[src/rtl/zpc_pkg.sv]
// ============================================================================
// Module  : zpc_pkg
// Brief   : Shared constants and types for the video-memory write path:
//           video-region address tag, default widths, drain FSM state type.
// Revision: 1.0 - initial release
// ============================================================================
`default_nettype none

package zpc_pkg;

  // CPU addresses whose top nibble equals this tag target video memory
  localparam logic [3:0] VIDEO_TAG = 4'hA;

  // Default widths for the video-memory write port
  localparam int VMWB_VADDR_W = 28;
  localparam int VMWB_DATA_W  = 32;

  // Drain FSM state encoding
  typedef logic [0:0] vmwb_state_t;
  localparam vmwb_state_t ST_IDLE  = 1'b0;
  localparam vmwb_state_t ST_WRITE = 1'b1;

endpackage

`default_nettype wire

[src/rtl/vm_write_buffer_if.sv]
// ============================================================================
// Module  : vm_write_buffer_if
// Brief   : CPU-side write bus and video-memory write port of the write
//           buffer. master = CPU/system side, slave = the buffer itself.
// Revision: 1.0 - initial release
// ============================================================================
`default_nettype none

interface vm_write_buffer_if import zpc_pkg::*; #(
  parameter int DEPTH   = 8,
  parameter int VADDR_W = VMWB_VADDR_W,
  parameter int DATA_W  = VMWB_DATA_W
);

  // CPU side
  logic [31:0]             cpu_addr;
  logic [DATA_W-1:0]       cpu_data;
  logic                    cpu_we;
  logic                    blank;

  // Video-memory side and status
  logic                    vm_we;
  logic [VADDR_W-1:0]      vm_addr;
  logic [DATA_W-1:0]       vm_data;
  logic                    full;
  logic                    empty;
  logic [$clog2(DEPTH):0]  level;
  logic                    overflow;

  modport master (
    output cpu_addr, cpu_data, cpu_we, blank,
    input  vm_we, vm_addr, vm_data, full, empty, level, overflow
  );

  modport slave (
    input  cpu_addr, cpu_data, cpu_we, blank,
    output vm_we, vm_addr, vm_data, full, empty, level, overflow
  );

endinterface

`default_nettype wire

[src/rtl/vmwb_fifo.sv]
// ============================================================================
// Module  : vmwb_fifo
// Brief   : Synchronous FIFO, power-of-two depth. A push while full is only
//           accepted if a pop happens in the same cycle.
// Revision: 1.0 - initial release
// ============================================================================
`default_nettype none

module vmwb_fifo #(
  parameter int DEPTH = 8,
  parameter int WIDTH = 60
) (
  input  wire logic                   clk_50mhz,
  input  wire logic                   rst,
  input  wire logic                   push,
  input  wire logic                   pop,
  input  wire logic [WIDTH-1:0]       wdata,
  output logic      [WIDTH-1:0]       rdata,
  output logic      [$clog2(DEPTH):0] level,
  output logic                        full,
  output logic                        empty
);

  localparam int AW    = $clog2(DEPTH);
  localparam int LVL_W = AW + 1;

  logic [WIDTH-1:0] mem [DEPTH];
  logic [AW-1:0]    wr_ptr;
  logic [AW-1:0]    rd_ptr;
  logic             wr_en;
  logic             rd_en;

  assign wr_en = push & (~full | pop);
  assign rd_en = pop & ~empty;

  assign full  = (level == LVL_W'(DEPTH));
  assign empty = (level == '0);
  assign rdata = mem[rd_ptr];

  // Pointers wrap naturally at DEPTH; level tracks net push/pop
  always_ff @(posedge clk_50mhz or posedge rst) begin
    if (rst) begin
      wr_ptr <= '0;
      rd_ptr <= '0;
      level  <= '0;
    end else begin
      if (wr_en) wr_ptr <= wr_ptr + 1'b1;
      if (rd_en) rd_ptr <= rd_ptr + 1'b1;
      case ({wr_en, rd_en})
        2'b10:   level <= level + 1'b1;
        2'b01:   level <= level - 1'b1;
        default: level <= level;
      endcase
    end
  end

  // Storage array; contents need no reset since level gates validity
  always_ff @(posedge clk_50mhz) begin
    if (wr_en) mem[wr_ptr] <= wdata;
  end

endmodule

`default_nettype wire

[src/rtl/vm_write_buffer.sv]
// ============================================================================
// Module  : vm_write_buffer
// Brief   : Captures CPU word writes to the video region (one per strobe
//           rising edge), queues them, and drains them to video memory as
//           single-cycle write pulses, at most one every two cycles.
//           Build option VMWB_BLANK_ONLY_EN: when defined, a new video write
//           is started only while blank=1 (an already started one completes).
// Revision: 1.0 - initial release
// ============================================================================
`default_nettype none

module vm_write_buffer import zpc_pkg::*; #(
  parameter int DEPTH   = 8,
  parameter int VADDR_W = VMWB_VADDR_W,
  parameter int DATA_W  = VMWB_DATA_W
) (
  input wire logic          clk_50mhz,
  input wire logic          rst,
  vm_write_buffer_if.slave  bus
);

  localparam int WIDTH = VADDR_W + DATA_W;

  vmwb_state_t      state;
  logic             we_q;
  logic             push_ev;
  logic             drain_ok;
  logic             go;
  logic             pop;
  logic [WIDTH-1:0] head;

  // Rising edge of the strobe into the video region is one push
  assign push_ev = bus.cpu_we & ~we_q & (bus.cpu_addr[31:28] == VIDEO_TAG);

`ifdef VMWB_BLANK_ONLY_EN
  assign drain_ok = bus.blank;
`else
  // blank has no effect in this build
  assign drain_ok = bus.blank | 1'b1;
`endif

  assign go  = (state == ST_IDLE) & ~bus.empty & drain_ok;
  assign pop = (state == ST_WRITE);

  vmwb_fifo #(
    .DEPTH (DEPTH),
    .WIDTH (WIDTH)
  ) u_fifo (
    .clk_50mhz (clk_50mhz),
    .rst       (rst),
    .push      (push_ev),
    .pop       (pop),
    .wdata     ({bus.cpu_addr[VADDR_W-1:0], bus.cpu_data}),
    .rdata     (head),
    .level     (bus.level),
    .full      (bus.full),
    .empty     (bus.empty)
  );

  // Strobe history for edge detection
  always_ff @(posedge clk_50mhz or posedge rst) begin
    if (rst) we_q <= 1'b0;
    else     we_q <= bus.cpu_we;
  end

  // Drain FSM: WRITE lasts one cycle and always returns to IDLE
  always_ff @(posedge clk_50mhz or posedge rst) begin
    if (rst) begin
      state <= ST_IDLE;
    end else begin
      case (state)
        ST_IDLE:  state <= go ? ST_WRITE : ST_IDLE;
        ST_WRITE: state <= ST_IDLE;
        default:  state <= ST_IDLE;
      endcase
    end
  end

  // Output port is loaded on entry to WRITE so it is valid during WRITE
  // and holds the last written entry afterwards
  always_ff @(posedge clk_50mhz or posedge rst) begin
    if (rst) begin
      bus.vm_we   <= 1'b0;
      bus.vm_addr <= '0;
      bus.vm_data <= '0;
    end else begin
      bus.vm_we <= go;
      if (go) begin
        bus.vm_addr <= head[WIDTH-1:DATA_W];
        bus.vm_data <= head[DATA_W-1:0];
      end
    end
  end

  // A push that finds the FIFO full with no pop is lost; remember it
  always_ff @(posedge clk_50mhz or posedge rst) begin
    if (rst)                               bus.overflow <= 1'b0;
    else if (push_ev & bus.full & ~pop)    bus.overflow <= 1'b1;
  end

endmodule

`default_nettype wire

[src/flat_wrapper.sv]
// flat-port wrapper written by rule: the top's interface ports become plain ports
module vm_write_buffer_flat import zpc_pkg::*;
#(
  parameter int DEPTH   = 8,
  parameter int VADDR_W = VMWB_VADDR_W,
  parameter int DATA_W  = VMWB_DATA_W
)
  (clk_50mhz, rst, bus_cpu_addr, bus_cpu_data, bus_cpu_we, bus_blank, bus_vm_we, bus_vm_addr, bus_vm_data, bus_full, bus_empty, bus_level, bus_overflow);
  vm_write_buffer_if #(.DEPTH(DEPTH), .VADDR_W(VADDR_W), .DATA_W(DATA_W)) bus_i ();
  input wire logic clk_50mhz;
  input wire logic rst;
  input wire logic [$bits(bus_i.cpu_addr)-1:0] bus_cpu_addr;
  input wire logic [$bits(bus_i.cpu_data)-1:0] bus_cpu_data;
  input wire logic [$bits(bus_i.cpu_we)-1:0] bus_cpu_we;
  input wire logic [$bits(bus_i.blank)-1:0] bus_blank;
  output wire logic [$bits(bus_i.vm_we)-1:0] bus_vm_we;
  output wire logic [$bits(bus_i.vm_addr)-1:0] bus_vm_addr;
  output wire logic [$bits(bus_i.vm_data)-1:0] bus_vm_data;
  output wire logic [$bits(bus_i.full)-1:0] bus_full;
  output wire logic [$bits(bus_i.empty)-1:0] bus_empty;
  output wire logic [$bits(bus_i.level)-1:0] bus_level;
  output wire logic [$bits(bus_i.overflow)-1:0] bus_overflow;
  assign bus_i.cpu_addr = bus_cpu_addr;
  assign bus_i.cpu_data = bus_cpu_data;
  assign bus_i.cpu_we = bus_cpu_we;
  assign bus_i.blank = bus_blank;
  assign bus_vm_we = bus_i.vm_we;
  assign bus_vm_addr = bus_i.vm_addr;
  assign bus_vm_data = bus_i.vm_data;
  assign bus_full = bus_i.full;
  assign bus_empty = bus_i.empty;
  assign bus_level = bus_i.level;
  assign bus_overflow = bus_i.overflow;
  vm_write_buffer #(.DEPTH(DEPTH), .VADDR_W(VADDR_W), .DATA_W(DATA_W)) u_core (.clk_50mhz(clk_50mhz), .rst(rst), .bus(bus_i));
endmodule
[config.mk]
export PLATFORM = sky130hd
export DESIGN_NAME = vm_write_buffer_flat
export DESIGN_NICKNAME = d
export VERILOG_FILES = /design/src/rtl/zpc_pkg.sv /design/src/rtl/vm_write_buffer_if.sv /design/src/rtl/vmwb_fifo.sv /design/src/rtl/vm_write_buffer.sv /design/src/flat_wrapper.sv
export SDC_FILE = /design/constraint.sdc
export NUM_CORES = 1
export LEC_CHECK = 0
export ABC_CLOCK_PERIOD_IN_PS = 8000
export CAP_MARGIN = 20
export CORE_MARGIN = 2
export CORE_UTILIZATION = 57
export CTS_CLUSTER_DIAMETER = 100
export DETAILED_ROUTE_END_ITERATION = 8
export DONT_BUFFER_PORTS = 1
export GPL_ROUTABILITY_DRIVEN = 0
export PLACE_DENSITY = 0.75
export SLEW_MARGIN = 30
export SYNTH_ARGS = -nofsm -noshare
export SYNTH_HDL_FRONTEND = slang
export SYNTH_HIERARCHICAL = 1
export SYNTH_SLANG_ARGS = --single-unit
[constraint.sdc]
create_clock -name clk_50mhz -period 8 [get_ports clk_50mhz]
set_input_delay 1.2 -clock clk_50mhz [delete_from_list [all_inputs] [get_ports clk_50mhz]]
set_output_delay 1.2 -clock clk_50mhz [all_outputs]
set_load 0.005 [all_outputs]
Word level (Yosys, flattened, before mapping) --
Memories as Yosys holds them, arrays and structs flattened. A register that Yosys moved wholly into a read port is not among the register bits. Index checks and enable logic that the tools add are counted. W data, S select, Z words.
Storage, ports and cells: flip-flop bits (word level) 14, RAM bits 480, output and inout bits 68, logic and storage cells 35, memories 1
Cells by class: add/sub/neg operators 4, equality and inequality tests 4, muxes and demuxes 5, bitwise operators 12, reduce and logical (&&, ||, !) cells 2
Memories:
- u_core.u_fifo.mem | depth 8, bits a word 60, rd ports 1, clocked after Yosys merged registers in 1, wr ports 1, line vmwb_fifo.sv:27 | logic [WIDTH-1:0] mem [DEPTH];
Operator list (number):
- $eq A4 B4 Y1 const B | 2
- $pmux W4 S2 | 1
- $and A1 B1 Y1 | 7
- $add A3 B1 Y3 const B | 2
- $add A4 B1 Y4 const B | 1
- $logic_not A4 Y1 | 1
- $not A1 Y1 | 4
- $sub A4 B1 Y4 const B | 1
- $mux W1 | 3
- $eq A2 B1 Y1 const B | 1
- $eq A2 B2 Y1 const B | 1
- $pmux W1 S2 | 1
- $reduce_bool A2 Y1 | 1
- $or A1 B1 Y1 | 1

Depth between registers and ports, before layout --
word-level depth 6, depth in mapped cells 8, gate-level depth less buffers 8

Cells and area by module --
The synthesis kept the hierarchy.
By module, submodules not included:
- vmwb_fifo | instances 1, cells an instance 761, area each 18808.0 um^2, sequential area each 14664.1 um^2
- vm_write_buffer | instances 1, cells an instance 135, area each 2379.8 um^2, sequential area each 1576.5 um^2

Worst setup path after synthesis --
OpenSTA, ideal clock, no wires.
kind input-to-reg, start input bus_cpu_addr[30], end memory u_core.u_fifo.mem[0][0], enable pin, setup time 0.626 ns, arrival time 7.680 ns, required time 7.374 ns, path slack -0.305 ns, stages 4, path buffers 0, cells stage by stage nand4bb_1 nor3b_1 o21ai_4 nor4_1
Between the ends: longest elaborated chain between the ends 5
Ends and longest elaborated chain:
- from (decl) | line flat_wrapper.sv:12 | input wire logic [$bits(bus_i.cpu_addr)-1:0] bus_cpu_addr;
- $eq A4 B4 Y1 | line vm_write_buffer.sv:33 | assign push_ev = bus.cpu_we & ~we_q & (bus.cpu_addr[31:28] == VIDEO_TAG);
- $and A1 B1 Y1 | line vm_write_buffer.sv:33
- via u_core.push_ev | line vm_write_buffer.sv:26 | logic push_ev;
- $and A1 B1 Y1 | line vmwb_fifo.sv:33 | assign wr_en = push & (~full | pop);
- $mux W1 | line vmwb_fifo.sv:59 | if (wr_en) mem[wr_ptr] <= wdata;
- $mux W1 (not written as such) | line vmwb_fifo.sv:59
- to (decl) | line vmwb_fifo.sv:27
The timed path passes the listed nets, and every way through them passes these cells.

Final worst setup path --
start input bus_cpu_addr[30], end memory u_core.u_fifo.mem[7][0], enable pin
Same word-level chain as after synthesis.

==> summary.txt <==
Run status
  • Status: complete, no violations

Pwr
  • Int Power: approximately 0.0058 W
  • Worst vdd ir: 219 uV
  • P_sw: 0.00201 W
  • Clk pwr share: a little under a third
  • Switching share of power: 25.8%
  • Sequential share of power: a little under half
  • Comb pwr share: around 23%
  • Power density cells: around 330 nW/um^2
  • LEAKAGE: 7.56 nW

GRT
  • First-pass GRT wire length: approximately 58000 um
  • Gr ovfl total: 0
  • Vias in the first global route: ~9600
  • Initial antenna violation count: 0
  • Gr usage total: between 20% and 30%
  • Pin count of the biggest net entering global routing: 64

Timing
  • RSZ-0062 raised after global routing: no
  • Slew @ Worst Pin: approximately 0.92 ns
  • Clock Skew: around 0.0075 ns
  • Minimum clock period: between 3 and 4 ns
  • Final setup vio count: 0
  • Worst hold slack: about 0.5 ns
  • Setup TNS: 0 ns
  • Final Hold Vio Count: 0
  • Final cycle utilization of the critical path: between 40% and 50%
  • Slew Limit Headroom: 38.8%
  • Max Fclk: around 0.26 GHz
  • Fin. max-slew vios: 0

Floorplan
  • Die width: 197 um
  • Cell Rows: 70
  • Core area: 36600 um^2
  • Chip height: just under 200 um
  • Ports: roughly 140
  • Starting density of the core: around 58%
  • Die Area: 38700 um^2

Synthesis
  • Post-synthesis cell count: roughly 900
  • Area share of the largest cell type after synthesis: between 60 and 70%
  • Netlist cell types: 40
  • Ys flop type: edfxtp_1
  • Syn_nets: between 900 and 1000
  • Syn Std Cell Area: roughly 21000 um^2
  • Top cells by area, synth: edfxtp_1 (68%), mux4_2 (10%), dfrtp_1 (8.6%)
  • Syn avg cell area: around 24 um^2
  • Post-synthesis sequential area ratio: around three quarters
  • Number of flops mapped to enable cells by yosys: 480
  • Synthesis Warnings: 6
  • Asr flop ratio synth: 13.2%
  • #FFs+latches synth: 553
  • Leading area contributor after synthesis: edfxtp_1

Worst setup path
  • CP endpoint kind: flip-flop
  • WS Path Type: input pin to flip-flop
  • Crit-path slowest cell: nor2_4
  • Worst Path Required: about 8.2 ns
  • Slowest cell delay on critical path: around 0.83 ns
  • Worst-path cell chain: nand4bb_1 -> nor3b_1 -> o211ai_1 -> nor2_4 -> buf_4
  • Crit path DAT: about 4 ns
  • Crit start category: input pin
  • Max Fanout on Critical Path: 37

Layout
  • Fin nets: around 1000
  • Area Overhead vs Synth: 10.0%
  • Fill count: around 2400
  • Commonest cells after routing, fill and taps aside: edfxtp_1 (480), mux2_2 (118), mux4_2 (97)
  • N_diodes: 0
  • Ratio of cells with drive above 1 in the final layout: between 30% and 40%
  • Most common cell after layout, fill and taps aside: edfxtp_1

Detailed routing
  • Remaining DRCs: 0
  • Drt via density: 6.17
  • Vias: just under 9000
  • Total Wirelength: around 38000 um
  • Drt first pass iters: 5
  • Initial DRC count: 636
  • Routed length per instance: around 27 um
  • Routed Antenna Nets: 0

Clock tree
  • Sink Count: approximately 550
  • Worst skew pair latency: 0.55 ns
  • Root buf cell: clkbuf_16
  • Longest Clk Path Bufs: 3
  • CTS tree: done
  • Number of H-tree levels: 2
  • Post-CTS setup buffers: 0
  • Cts bufs inserted: 53
  • Cts hold-fix bufs: 0
  • Post-cts resize count: 0
  • Register clock-pin slew on the reported worst setup and hold paths: about 0.06 ns

Hold path
  • Hold Crit Class: input pin to async pin

Place
  • Port bufs: 0
  • Hpwl dp: just over 20000 um

Job
  • Max_cap viols: 0
==> worst paths after layout <==
kind / start / slack, ns / cells after the start / end
setup / recovery: bus_cpu_addr[30] / 4.22 / 5 / u_core/u_fifo/mem[7][0]
hold / removal: rst / 0.50 / 1 / u_core/u_fifo/wr_ptr[1]
setup reg to reg: u_core/we_q / 4.48 / 5 / u_core/u_fifo/mem[7][0]
hold reg to reg: u_core/bus.vm_data[8] / 0.53 / 1 / u_core/bus.vm_data[8]
max in group asynchronous: rst / 6.79 / 2 / u_core/bus.vm_data[31]
min in group clk_50mhz: u_core/bus.vm_data[8] / 0.53 / 1 / u_core/bus.vm_data[8]
==> power groups by stage <==
stage               Combinational [W]  Clock [W]  Sequential [W]
floorplan                     0.00169          0         0.00353
global placement              0.00169          0         0.00378
detailed placement            0.00179          0         0.00374
CTS                           0.00180    0.00241         0.00368
global route                  0.00191    0.00253         0.00371
finish                        0.00177    0.00235         0.00367
==> kinds of logic (layout without fill, tap and decap cells) <==
family	Yosys count	in the layout	synth area share (%)
flip-flops	553	553	76.7
multiplexers	243	243	19.7
buffers and inverters	49	122	1.77
AND/OR/NAND/NOR	28	28	0.821
AO/OA/AOI/OAI	11	11	0.425
adder cells (fa/ha/maj)	6	6	0.390
XOR/XNOR	6	6	0.248
==> state kept, by name, summed over array words and instances, names as in the netlist <==
register	cells
u_core/bus.vm_data	32
u_core/bus.overflow	1
u_core/u_fifo/rd_ptr	3
u_core/we_q	1
u_core/u_fifo/mem	480
u_core/u_fifo/wr_ptr	3
u_core/u_fifo/level	4
u_core/bus.vm_we	1
u_core/bus.vm_addr	28
==> Yosys cell counts (2+ instances only) <==
| cell type | number |
|---|---|
| a21oi_1 | 2 |
| buf_1 | 6 |
| buf_12 | 5 |
| buf_2 | 4 |
| buf_6 | 7 |
| buf_8 | 2 |
| clkbuf_1 | 14 |
| clkbuf_8 | 3 |
| dfrtp_1 | 73 |
| edfxtp_1 | 480 |
| ha_1 | 5 |
| inv_1 | 7 |
| mux2_1 | 4 |
| mux2_2 | 118 |
| mux4_1 | 23 |
| mux4_2 | 97 |
| nand2_1 | 6 |
| nand2b_1 | 2 |
| nand4bb_1 | 2 |
| nor2_1 | 4 |
| nor3_1 | 4 |
| nor3b_1 | 3 |
| nor4_1 | 2 |
| o211ai_1 | 3 |
| xnor2_1 | 5 |
==> per-stage QoR <==
| step | total power (W) | instance area [um^2] | utilization, % | worst slack (ns) | std cells |
|---|---|---|---|---|---|
| 6_report | 0.00779 | 23300 | 63.7 | 4.22 | 1437 |
| 5_1_grt | 0.00815 | 23300 | 63.7 | 3.99 | 1437 |
| 4_1_cts | 0.00789 | 23300 | 63.7 | 4.22 | 1437 |
| 3_5_place_dp | 0.00553 | 21700 | 59.2 | 3.62 | 1340 |
| 3_3_place_gp | 0.00547 | 21600 | 59.0 | 3.64 | 1338 |
| 2_1_floorplan | 0.00522 | 21200 | - | 1.28 | 896 |
==> area by class of cell <==
| cell class | instances | area, um^2 | share of cell area [%] |
|---|---|---|---|
| inverter | 8 | 31.3 | 0.134 |
| multi-input combinational | 294 | 4640 | 19.9 |
| tap | 468 | 586 | 2.51 |
| timing repair buffer | 17 | 170 | 0.730 |
| sequential | 553 | 16300 | 69.7 |
| clock buffer | 70 | 1410 | 6.05 |
| clock inverter | 27 | 228 | 0.977 |
==> worst max-delay path, delay by kind of cell <==
family / cells / cell delay (ns)
compound gates: 1 / 0.48
simple gates: 3 / 1.57
buf+inv: 1 / 0.68
==> per-layer routing <==
| metal | routed length [um] | GRT usage [%] |
|---|---|---|
| met5 | 0 | 0 |
| met4 | 748 | 5.43 |
| met3 | 2290 | 4.67 |
| met2 | 19500 | 34.5 |
| met1 | 15600 | 27.1 |
Note: power is estimated with default switching activity, not from simulation.
